--- src/rtl/fir_pkg.sv ---
// Shared constants and types for the FIR output stage: FP29i input fields and FP16 packing constants.
package fir_pkg;

  localparam int FP29_W       = 29;
  localparam int FP29_SIGN    = 28;
  localparam int FP29_EXP_MSB = 27;
  localparam int FP29_EXP_LSB = 22;
  localparam int FP29_EXP_W   = 6;
  localparam int FP29_MAN_W   = 22;
  localparam int FP29_MAN_ONE = 20;
  localparam int BIAS29_DEF   = 31;

  localparam int FP16_BIAS    = 15;
  localparam int FP16_EXP_W   = 5;
  localparam int FP16_FRAC_W  = 10;
  localparam logic [15:0] FP16_MAX_FIN = 16'h7BFF;

  typedef struct packed {
    logic                  sign;
    logic [FP29_EXP_W-1:0] exp;
    logic [FP29_MAN_W-1:0] man;
  } fp29i_t;

  // Position of the highest set bit; 0 for an all-zero magnitude.
  function automatic logic [4:0] lead_one(input logic [FP29_MAN_W-1:0] m);
    logic [4:0] p;
    p = 5'd0;
    for (int i = 0; i < FP29_MAN_W; i++)
      if (m[i]) p = 5'(i);
    return p;
  endfunction

endpackage

--- src/rtl/fir_out_fifo.sv ---
// Output FIFO for the FIR stage: power-of-two depth, wrapping pointers, zero on dout while empty.
module fir_out_fifo #(
  parameter int DEPTH = 4,
  parameter int WIDTH = 16
) (
  input  logic                     clk_fast,
  input  logic                     rst_n,
  input  logic                     push,
  input  logic [WIDTH-1:0]         din,
  input  logic                     pop,
  output logic [WIDTH-1:0]         dout,
  output logic                     full,
  output logic                     empty,
  output logic [$clog2(DEPTH):0]   count
);

  localparam int AW = $clog2(DEPTH);
  localparam int CW = AW + 1;

  logic [WIDTH-1:0] mem [DEPTH];
  logic [AW-1:0]    wr_ptr;
  logic [AW-1:0]    rd_ptr;

  always_ff @(posedge clk_fast) begin
    if (push) mem[wr_ptr] <= din;
  end

  always_ff @(posedge clk_fast or negedge rst_n) begin
    if (!rst_n) begin
      wr_ptr <= '0;
      rd_ptr <= '0;
      count  <= '0;
    end else begin
      if (push) wr_ptr <= wr_ptr + 1'b1;
      if (pop)  rd_ptr <= rd_ptr + 1'b1;
      case ({push, pop})
        2'b10:   count <= count + 1'b1;
        2'b01:   count <= count - 1'b1;
        default: count <= count;
      endcase
    end
  end

  assign full  = (count == CW'(DEPTH));
  assign empty = (count == '0);
  assign dout  = empty ? '0 : mem[rd_ptr];

endmodule

--- src/rtl/fir_out_stage.sv ---
// FP29i accumulator result to FP16 converter with a credit-controlled output FIFO.
// Optional FIR_OUT_STATS_EN adds saturating overflow/underflow counters.
module fir_out_stage
  import fir_pkg::*;
#(
  parameter int DEPTH  = 4,
  parameter int BIAS29 = BIAS29_DEF
) (
  input  logic              clk_fast,
  input  logic              rst_n,
  input  logic              res_valid,
  input  logic [FP29_W-1:0] res_fp29i,
  output logic              in_ready,
  output logic [15:0]       dout,
  output logic              valid,
  input  logic              ready,
  output logic              drop_err
`ifdef FIR_OUT_STATS_EN
  ,
  output logic [7:0]        ovf_cnt,
  output logic [7:0]        unf_cnt
`endif
);

  localparam int CW = $clog2(DEPTH) + 1;

  logic [CW-1:0] fifo_count;
  logic          fifo_full;
  logic          fifo_empty;
  logic          accept;
  logic          pop;

  // S1
  logic          s1_vld;
  fp29i_t        s1_word;
  logic [4:0]    s1_p;

  // S2
  logic [FP29_MAN_W-1:0] aligned;
  logic [9:0]            frac_c;
  logic                  guard_c;
  logic                  sticky_c;
  logic [10:0]           frac_r;
  logic signed [11:0]    e16_c;
  logic                  s2_vld;
  logic                  s2_sign;
  logic                  s2_zero;
  logic [9:0]            s2_frac;
  logic signed [11:0]    s2_exp;

  // S3
  logic                  s2_ovf;
  logic                  s2_unf;
  logic [15:0]           pack_c;
  logic                  s3_vld;
  logic [15:0]           s3_word;

  // Credits cover everything in the pipe so S3 can never hit a full FIFO.
  assign in_ready = !fifo_full &&
                    ((int'(fifo_count) + int'(s1_vld) + int'(s2_vld) + int'(s3_vld)) < DEPTH);
  assign accept   = res_valid && in_ready;
  assign valid    = !fifo_empty;
  assign pop      = valid && ready;

  always_ff @(posedge clk_fast or negedge rst_n) begin
    if (!rst_n) drop_err <= 1'b0;
    else if (res_valid && !in_ready) drop_err <= 1'b1;
  end

  always_ff @(posedge clk_fast or negedge rst_n) begin
    if (!rst_n) s1_vld <= 1'b0;
    else        s1_vld <= accept;
  end

  always_ff @(posedge clk_fast) begin
    if (accept) begin
      s1_word <= res_fp29i;
      s1_p    <= lead_one(res_fp29i[FP29_MAN_W-1:0]);
    end
  end

  always_comb begin
    aligned  = s1_word.man << (5'd21 - s1_p);
    frac_c   = aligned[20:11];
    guard_c  = aligned[10];
    sticky_c = |aligned[9:0];
    frac_r   = {1'b0, frac_c} + 11'(guard_c && (sticky_c || frac_c[0]));
    e16_c    = 12'(int'(s1_word.exp) - BIAS29 + int'(s1_p) - FP29_MAN_ONE + FP16_BIAS);
  end

  always_ff @(posedge clk_fast or negedge rst_n) begin
    if (!rst_n) s2_vld <= 1'b0;
    else        s2_vld <= s1_vld;
  end

  // A rounding carry bumps the exponent and leaves the fraction at zero.
  always_ff @(posedge clk_fast) begin
    if (s1_vld) begin
      s2_sign <= s1_word.sign;
      s2_zero <= ~aligned[21];
      s2_frac <= frac_r[9:0];
      s2_exp  <= e16_c + 12'(frac_r[10]);
    end
  end

  always_comb begin
    s2_ovf = !s2_zero && (s2_exp >= 12'sd31);
    s2_unf = !s2_zero && (s2_exp <= 12'sd0);
    pack_c = {s2_sign, s2_exp[4:0], s2_frac};
    if (s2_zero || s2_unf) pack_c = {s2_sign, 15'b0};
    else if (s2_ovf)       pack_c = {s2_sign, FP16_MAX_FIN[14:0]};
  end

  always_ff @(posedge clk_fast or negedge rst_n) begin
    if (!rst_n) s3_vld <= 1'b0;
    else        s3_vld <= s2_vld;
  end

  always_ff @(posedge clk_fast) begin
    if (s2_vld) s3_word <= pack_c;
  end

`ifdef FIR_OUT_STATS_EN
  always_ff @(posedge clk_fast or negedge rst_n) begin
    if (!rst_n) begin
      ovf_cnt <= 8'd0;
      unf_cnt <= 8'd0;
    end else if (s2_vld) begin
      if (s2_ovf && ovf_cnt != 8'hFF) ovf_cnt <= ovf_cnt + 8'd1;
      if (s2_unf && unf_cnt != 8'hFF) unf_cnt <= unf_cnt + 8'd1;
    end
  end
`endif

  fir_out_fifo #(
    .DEPTH (DEPTH),
    .WIDTH (16)
  ) u_fifo (
    .clk_fast (clk_fast),
    .rst_n    (rst_n),
    .push     (s3_vld),
    .din      (s3_word),
    .pop      (pop),
    .dout     (dout),
    .full     (fifo_full),
    .empty    (fifo_empty),
    .count    (fifo_count)
  );

endmodule

--- config.mk ---
export PLATFORM = sky130hd
export DESIGN_NAME = fir_out_stage
export DESIGN_NICKNAME = d
export VERILOG_FILES = /design/src/rtl/fir_pkg.sv /design/src/rtl/fir_out_fifo.sv /design/src/rtl/fir_out_stage.sv
export SDC_FILE = /design/constraint.sdc
export NUM_CORES = 1
export LEC_CHECK = 0
export ABC_AREA = 1
export CAP_MARGIN = 20
export CORE_UTILIZATION = 45
export CTS_CLUSTER_SIZE = 12
export DETAILED_ROUTE_END_ITERATION = 8
export HOLD_SLACK_MARGIN = 0.05
export PLACE_DENSITY = 0.72
export REMOVE_ABC_BUFFERS = 1
export SKIP_LAST_GASP = 1
export SYNTH_ARGS = -nofsm -noshare
export SYNTH_HDL_FRONTEND = slang
export SYNTH_SLANG_ARGS = --single-unit
--- constraint.sdc ---
create_clock -name clk_fast -period 5.1 [get_ports clk_fast]
set_input_delay 1.275 -clock clk_fast [delete_from_list [all_inputs] [get_ports clk_fast]]
set_output_delay 1.275 -clock clk_fast [all_outputs]
set_load 0.005 [all_outputs]
[Yosys cells after proc, flatten, opt, wreduce, memory -nomap -nowiden]
Memories as Yosys holds them, arrays and structs flattened.
Index checks and enable logic that the tools add are counted.
Widths: inputs -> output; s select.
Storage, ports and cells
  RAM bits: 64
  memories kept: 1
  word-level logic and storage cells: 87
  bits in registers: 85
  input port bits: 33
  output and inout bits: 19
Memories
  u_fifo.mem: words 4, bits a word 16, read ports 1, clocked after Yosys merged registers in 0, write ports 1, line fir_out_fifo.sv:20  | logic [WIDTH-1:0] mem [DEPTH];
Cells by class
  $add $sub $neg: 14
  $lt $le $gt $ge: 3
  shifts and indexed selects: 1
  bitwise logic cells: 1
  multiplexer cells: 25
  reductions and logical operators: 19
  equality and inequality tests: 3
Operator list (count)
  $mux 5: 14
  $shl 22x5->22: 1
  $mux 16: 1
  $mux 15: 1
  $ge 12x6->1 const B: 1
  $le 12x1->1 const B: 1
  $mux 3: 4
  $add 10x1->11: 1
  $add 10x2->11: 1
  $add 9x5->10 const B: 1
  $reduce_or 10->1: 1
  $sub 8x6->9 const B: 1
  $add 7x6->8: 1
  $logic_and 1x1->1: 7
  $sub 6x5->7 const B: 1
  $add 5x1->6: 1
  $lt 6x3->1 const B: 1
  $pmux 3 s2: 1
  $reduce_or 6->1: 1
  $add 4x1->5: 1
  $sub 5x5->5 const A: 1
  $add 2x1->2 const B: 2
  $add 3x1->4: 1
  $logic_not 1->1: 4
  11 further kinds: 16

[Longest topological paths before layout]
  depth after elaboration: 20
  depth in mapped cells: 22
  gate-level depth less buffers: 21

[Cells and area by module]
Synthesis repeated with hierarchy kept, for this count alone.
Unflattened totals
  cell total of the unflattened synthesis: 816
  area total of the unflattened synthesis: 7726.2 µm²
By module, submodules not included
  fir_out_stage: instances 1, cells an instance 515, seq. area each 2292.2 µm², area an instance 4550.6 µm²
  fir_out_fifo: instances 1, cells an instance 301, seq. area each 2097.0 µm², area an instance 3175.5 µm²

[Worst setup path before layout]
Ideal clock, no wire load.
  path kind: register -> register
  start point: register s1_vld
  end point: register s1_p[0], enable pin
  stages on the path, launching flop included: 8
  slack: -0.407 ns
  buffers on the path: 0
  data arrival time: 4.994 ns
  library setup time: 0.513 ns
  clock period less this slack: 5.507 ns
  data required time: 4.587 ns
  cells stage by stage: dfrtp_1 inv_1 fa_1 inv_1 ha_1 nand2_1 nor2_1 nor4_1
Between the ends
  cells in the longest elaborated chain, start to end: 6
RTL lines
  start, declared: line fir_out_stage.sv:34  | logic s1_vld;
  start signal, assigned: line fir_out_stage.sv:72  | else s1_vld <= accept;
  $add 3x1->4: line fir_out_stage.sv:60  | ((int'(fifo_count) + int'(s1_vld) + int'(s2_vld) + int'(s3_vld)) < DEPTH);
  $add 4x1->5: line fir_out_stage.sv:60
  $add 5x1->6: line fir_out_stage.sv:60
  $lt 6x3->1: line fir_out_stage.sv:60
  $logic_and 1x1->1: line fir_out_stage.sv:59  | assign in_ready = !fifo_full &&
  $logic_and 1x1->1: line fir_out_stage.sv:61  | assign accept = res_valid && in_ready;
  net accept: line fir_out_stage.sv:30  | logic accept;
  end signal, assigned: line fir_out_stage.sv:78  | s1_p <= lead_one(res_fp29i[FP29_MAN_W-1:0]);
  end, declared: line fir_out_stage.sv:36  | logic [4:0] s1_p;
The timed path passes the listed nets, and every way through them passes these cells.
A chain may end at the register's enable or synchronous reset.

[Final worst setup path]
  start point: register s1_p[2]
  end point: register s2_exp[10] (data pin)
Between the ends
  cells in the longest elaborated chain, start to end: 7
RTL lines
  $sub 5x5->5: line fir_out_stage.sv:83  | aligned = s1_word.man << (5'd21 - s1_p);
  $shl 22x5->22: line fir_out_stage.sv:83
  $reduce_or 10->1: line fir_out_stage.sv:86  | sticky_c = |aligned[9:0];
  $logic_or 1x1->1: line fir_out_stage.sv:87  | frac_r = {1'b0, frac_c} + 11'(guard_c && (sticky_c || frac_c[0]));
  $logic_and 1x1->1: line fir_out_stage.sv:87
  $add 10x1->11: line fir_out_stage.sv:87
  $add 10x2->11 (*): line fir_out_stage.sv:102  | s2_exp <= e16_c + 12'(frac_r[10]);
  end signal, assigned: line fir_out_stage.sv:102
  end, declared: line fir_out_stage.sv:49  | logic signed [11:0] s2_exp;
Every way passes the cells marked *; elsewhere a longest branch is shown, timed or not.

==> run summary <==
Main combinational cell family by area after synthesis = simple AND/OR/NAND/NOR gates
Critical Path End Type = flip-flop
Crit path max fanout = 14
Grt ovf = 0
Vias in the first global route = 4712
Critical path's slowest cell = xnor2_2
Setup TNS Final = 0 ns
Resized cells post-CTS = 0
Clock Path Buffers = 2
Crit Path Class = flip-flop to flip-flop
Status = completed
First-pass GRT wire length = 22190 um
GPL Wtd Cong = 0.8381
Max H-tree Level = 4
Final Setup Violations = 0
DIE WIDTH = 129.9 um
Post-Synth Simple-Gate Area = 17.16%
Final Non-Filler Cells = 1011
Core area = 15940 um2
Async SR Flop Fraction = 7.432%
Wirelength per Cell = 13.09 um
Die area = 16880 um2
DR vias/cell = 4.849
N_diodes = 0
Pleak = 3.421 nW
Residual DRC = 0
FF+latch count, synth = 148
Initial antenna violation count = 0
Root Driver = clkbuf_16
Most common cell after layout, fill and taps aside = nand2_1
Post-synth cell types = 47
Final Hold Vio Count = 0
Antenna viol nets, final = 0
Worst Tran Pin Value = 0.8558 ns
Layout cell share with drive strength beyond 1 = 7.925%
Detailed Route WL = 13240 um
Pin count of the biggest net entering global routing = 36
Final period utilization = 83.25%
Crit path largest cell delay = 0.54 ns
Clk_lat worst skew = 0.42 ns
Number of buffers created by CTS = 17
Critical path data required time = 5.25 ns
Post-synthesis sequential area ratio = 59.59%
Post-synthesis mux area share = 0.4077%
GRT Resource Usage Total = 17.30%
Layout area overhead = 17.77%
Type of the tightest min-delay check = flip-flop to flip-flop
Cell Area, Synth = 7366 um2
CTS tree = yes
Startpoint types = flip-flop
Clock skew = 0.009075 ns
Worst path cell trace = ha_1, xnor2_2, inv_1, a21oi_1, o21ai_1, nor2_2, ha_1, nand4_1, nor3_2, ha_1, inv_1, fa_1, nor2_1, a211oi_1, o21ai_0, a21oi_1
DR pass1 iterations = 4
Final nets = 839
Leading cell types in the layout, fill and taps excluded = 138 x nand2_1, 137 x edfxtp_1, 113 x nor2_1
Row count = 46
Max cap viols = 0
Die Ht = 129.9 um
Slew margin rel. = 42.88%
Util after Layout = 54.41%
Synth Area in XOR/XNOR = 2.854%
Arr. time, crit path = 4.40 ns
# hold bufs at CTS = 0
Post-DP HPWL = 8982 um
Cell count after synthesis = 733
Synth Area in Compound Gates = 9.784%
Placed Cells = 979
Initial Utilization = 46.20%
Setup bufs post-CTS = 0
Achievable frequency = 235.5 MHz
Cell Pwr Density = 580.3 nW/um2
Clock Pin Slew Worst Setup and Hold Paths = 0.06 ns
Synth Area in Adders = 4.383%
Initial drt markers = 188
Yosys warning count = 0
Peak supply drop = 296.3 uV
Most used cell, CP = ha_1
Mean post-synth cell area = 10.05 um2
Post-synth EDFFs = 137
RSZ-0062 raised after global routing = no
Final Critical Period = 4.246 ns
CTS Sinks = 148
Port bufs = 51
Routed vias = 4902
Ys flop type = edfxtp_1
Fillers = 1424
Slew Viols, Final = 0
Io pins = 52
## worst paths after layout
kind,startpoint,endpoint,slack [ns],depth (start not counted)
max,s1_p[2]$_SDFFCE_PP1P_,s2_exp[10]$_DFFE_PP_,0.85,16
min,s1_word[28]$_DFFE_PP_,s2_sign$_DFFE_PP_,0.42,0
max reg2reg,s1_p[2]$_SDFFCE_PP1P_,s2_exp[10]$_DFFE_PP_,0.85,16
min reg2reg,s1_word[28]$_DFFE_PP_,s2_sign$_DFFE_PP_,0.42,0
max in group asynchronous,rst_n,s3_vld$_DFF_PN0_,3.56,1
min in group asynchronous,rst_n,u_fifo.count[0]$_DFFE_PN0P_,1.20,1
## state kept, by name (all words and copies together) (netlist names)
register	flops
s1_word	29
s1_vld	1
u_fifo.mem	64
s2_vld	1
s2_zero	1
s3_vld	1
s2_frac	10
s3_word	16
s2_sign	1
u_fifo.wr_ptr	2
u_fifo.count	3
s2_exp	11
s1_p	5
u_fifo.rd_ptr	2
drop_err	1
## kinds of logic after synthesis
kind of cell / after synthesis
compound gates: 127
xor+xnor: 21
fa+ha+maj: 24
buf+inv: 104
flops: 148
mux: 3
simple gates: 306
## power by group
group	internal (mW)	switching [mW]	total, mW
Combinational	0.734	1.07	1.80
Clock	0.776	0.494	1.27
Sequential	1.77	0.192	1.96
Total	3.28	1.75	5.03
## stage by stage
stage / setup slack [ns] / cell area [um2] / hold WS [ns] / power [mW]
3_3_place_gp: 0.9758 / 8070 / 0.4028 / 3.727
3_5_place_dp: 0.8220 / 8070 / 0.4052 / 3.787
5_1_grt: 0.3921 / 8675 / 0.4379 / 5.391
2_1_floorplan: -0.4068 / 7218 / 0.4003 / 3.131
6_report: 0.8544 / 8675 / 0.4210 / 5.034
4_1_cts: 0.8224 / 8675 / 0.4205 / 5.074
## synth_stat cells, drive strengths merged, types with 2 or more instances
cell type	count	area [um2]
buf	14	91.34
xor2	13	132.6
nand4	5	31.28
o31ai	2	15.01
nand3	28	145.1
nand2	141	536.8
fa	3	60.06
o211ai	6	45.04
nor2	115	441.7
o21bai	2	15.01
dfrtp	11	275.3
a211oi	3	22.52
xnor2	8	77.58
ha	21	262.8
a21oi	35	175.2
edfxtp	137	4114
inv	75	281.5
mux2i	3	30.03
nor3	8	45.04
clkbuf	15	56.30
or2	2	12.52
o21ai	72	390.4
and2	4	30.03
## routing by layer
| layer | GRT usage [%] | share of wire (%) | up-vias |
|---|---|---|---|
| li1 | - | - | 2577 |
| met1 | 19.78 | 44 | 2244 |
| met2 | 31.55 | 52 | 66 |
| met3 | 3.895 | 2.5 | 15 |
| met4 | 6.430 | 1.3 | 0 |
| met5 | 0 | 0 | - |
## final cells by class
cell class                      instances  area (um2)  area share (%)
Clock buffer                           18       429.2           4.947
Clock inverter                         14       175.2           2.019
Timing Repair Buffer                   59       570.5           6.577
Sequential cell                       148        4389           50.60
Inverter                               75       281.5           3.245
Tap cell                              216       270.3           3.116
Multi-Input combinational cell        481        2559           29.50
## worst max-delay path, delay by kind of cell, from the launching register on
| kind | cells | cell delay [ns] |
|---|---|---|
| buffers and inverters | 2 | 0.43 |
| flip-flops | 1 | 0.42 |
| AO/OA/AOI/OAI | 5 | 0.88 |
| adder cells (fa/ha/maj) | 4 | 1.03 |
| XOR/XNOR | 1 | 0.54 |
| AND/OR/NAND/NOR | 4 | 0.68 |
No activity file was read; power rests on OpenSTA's default activity.
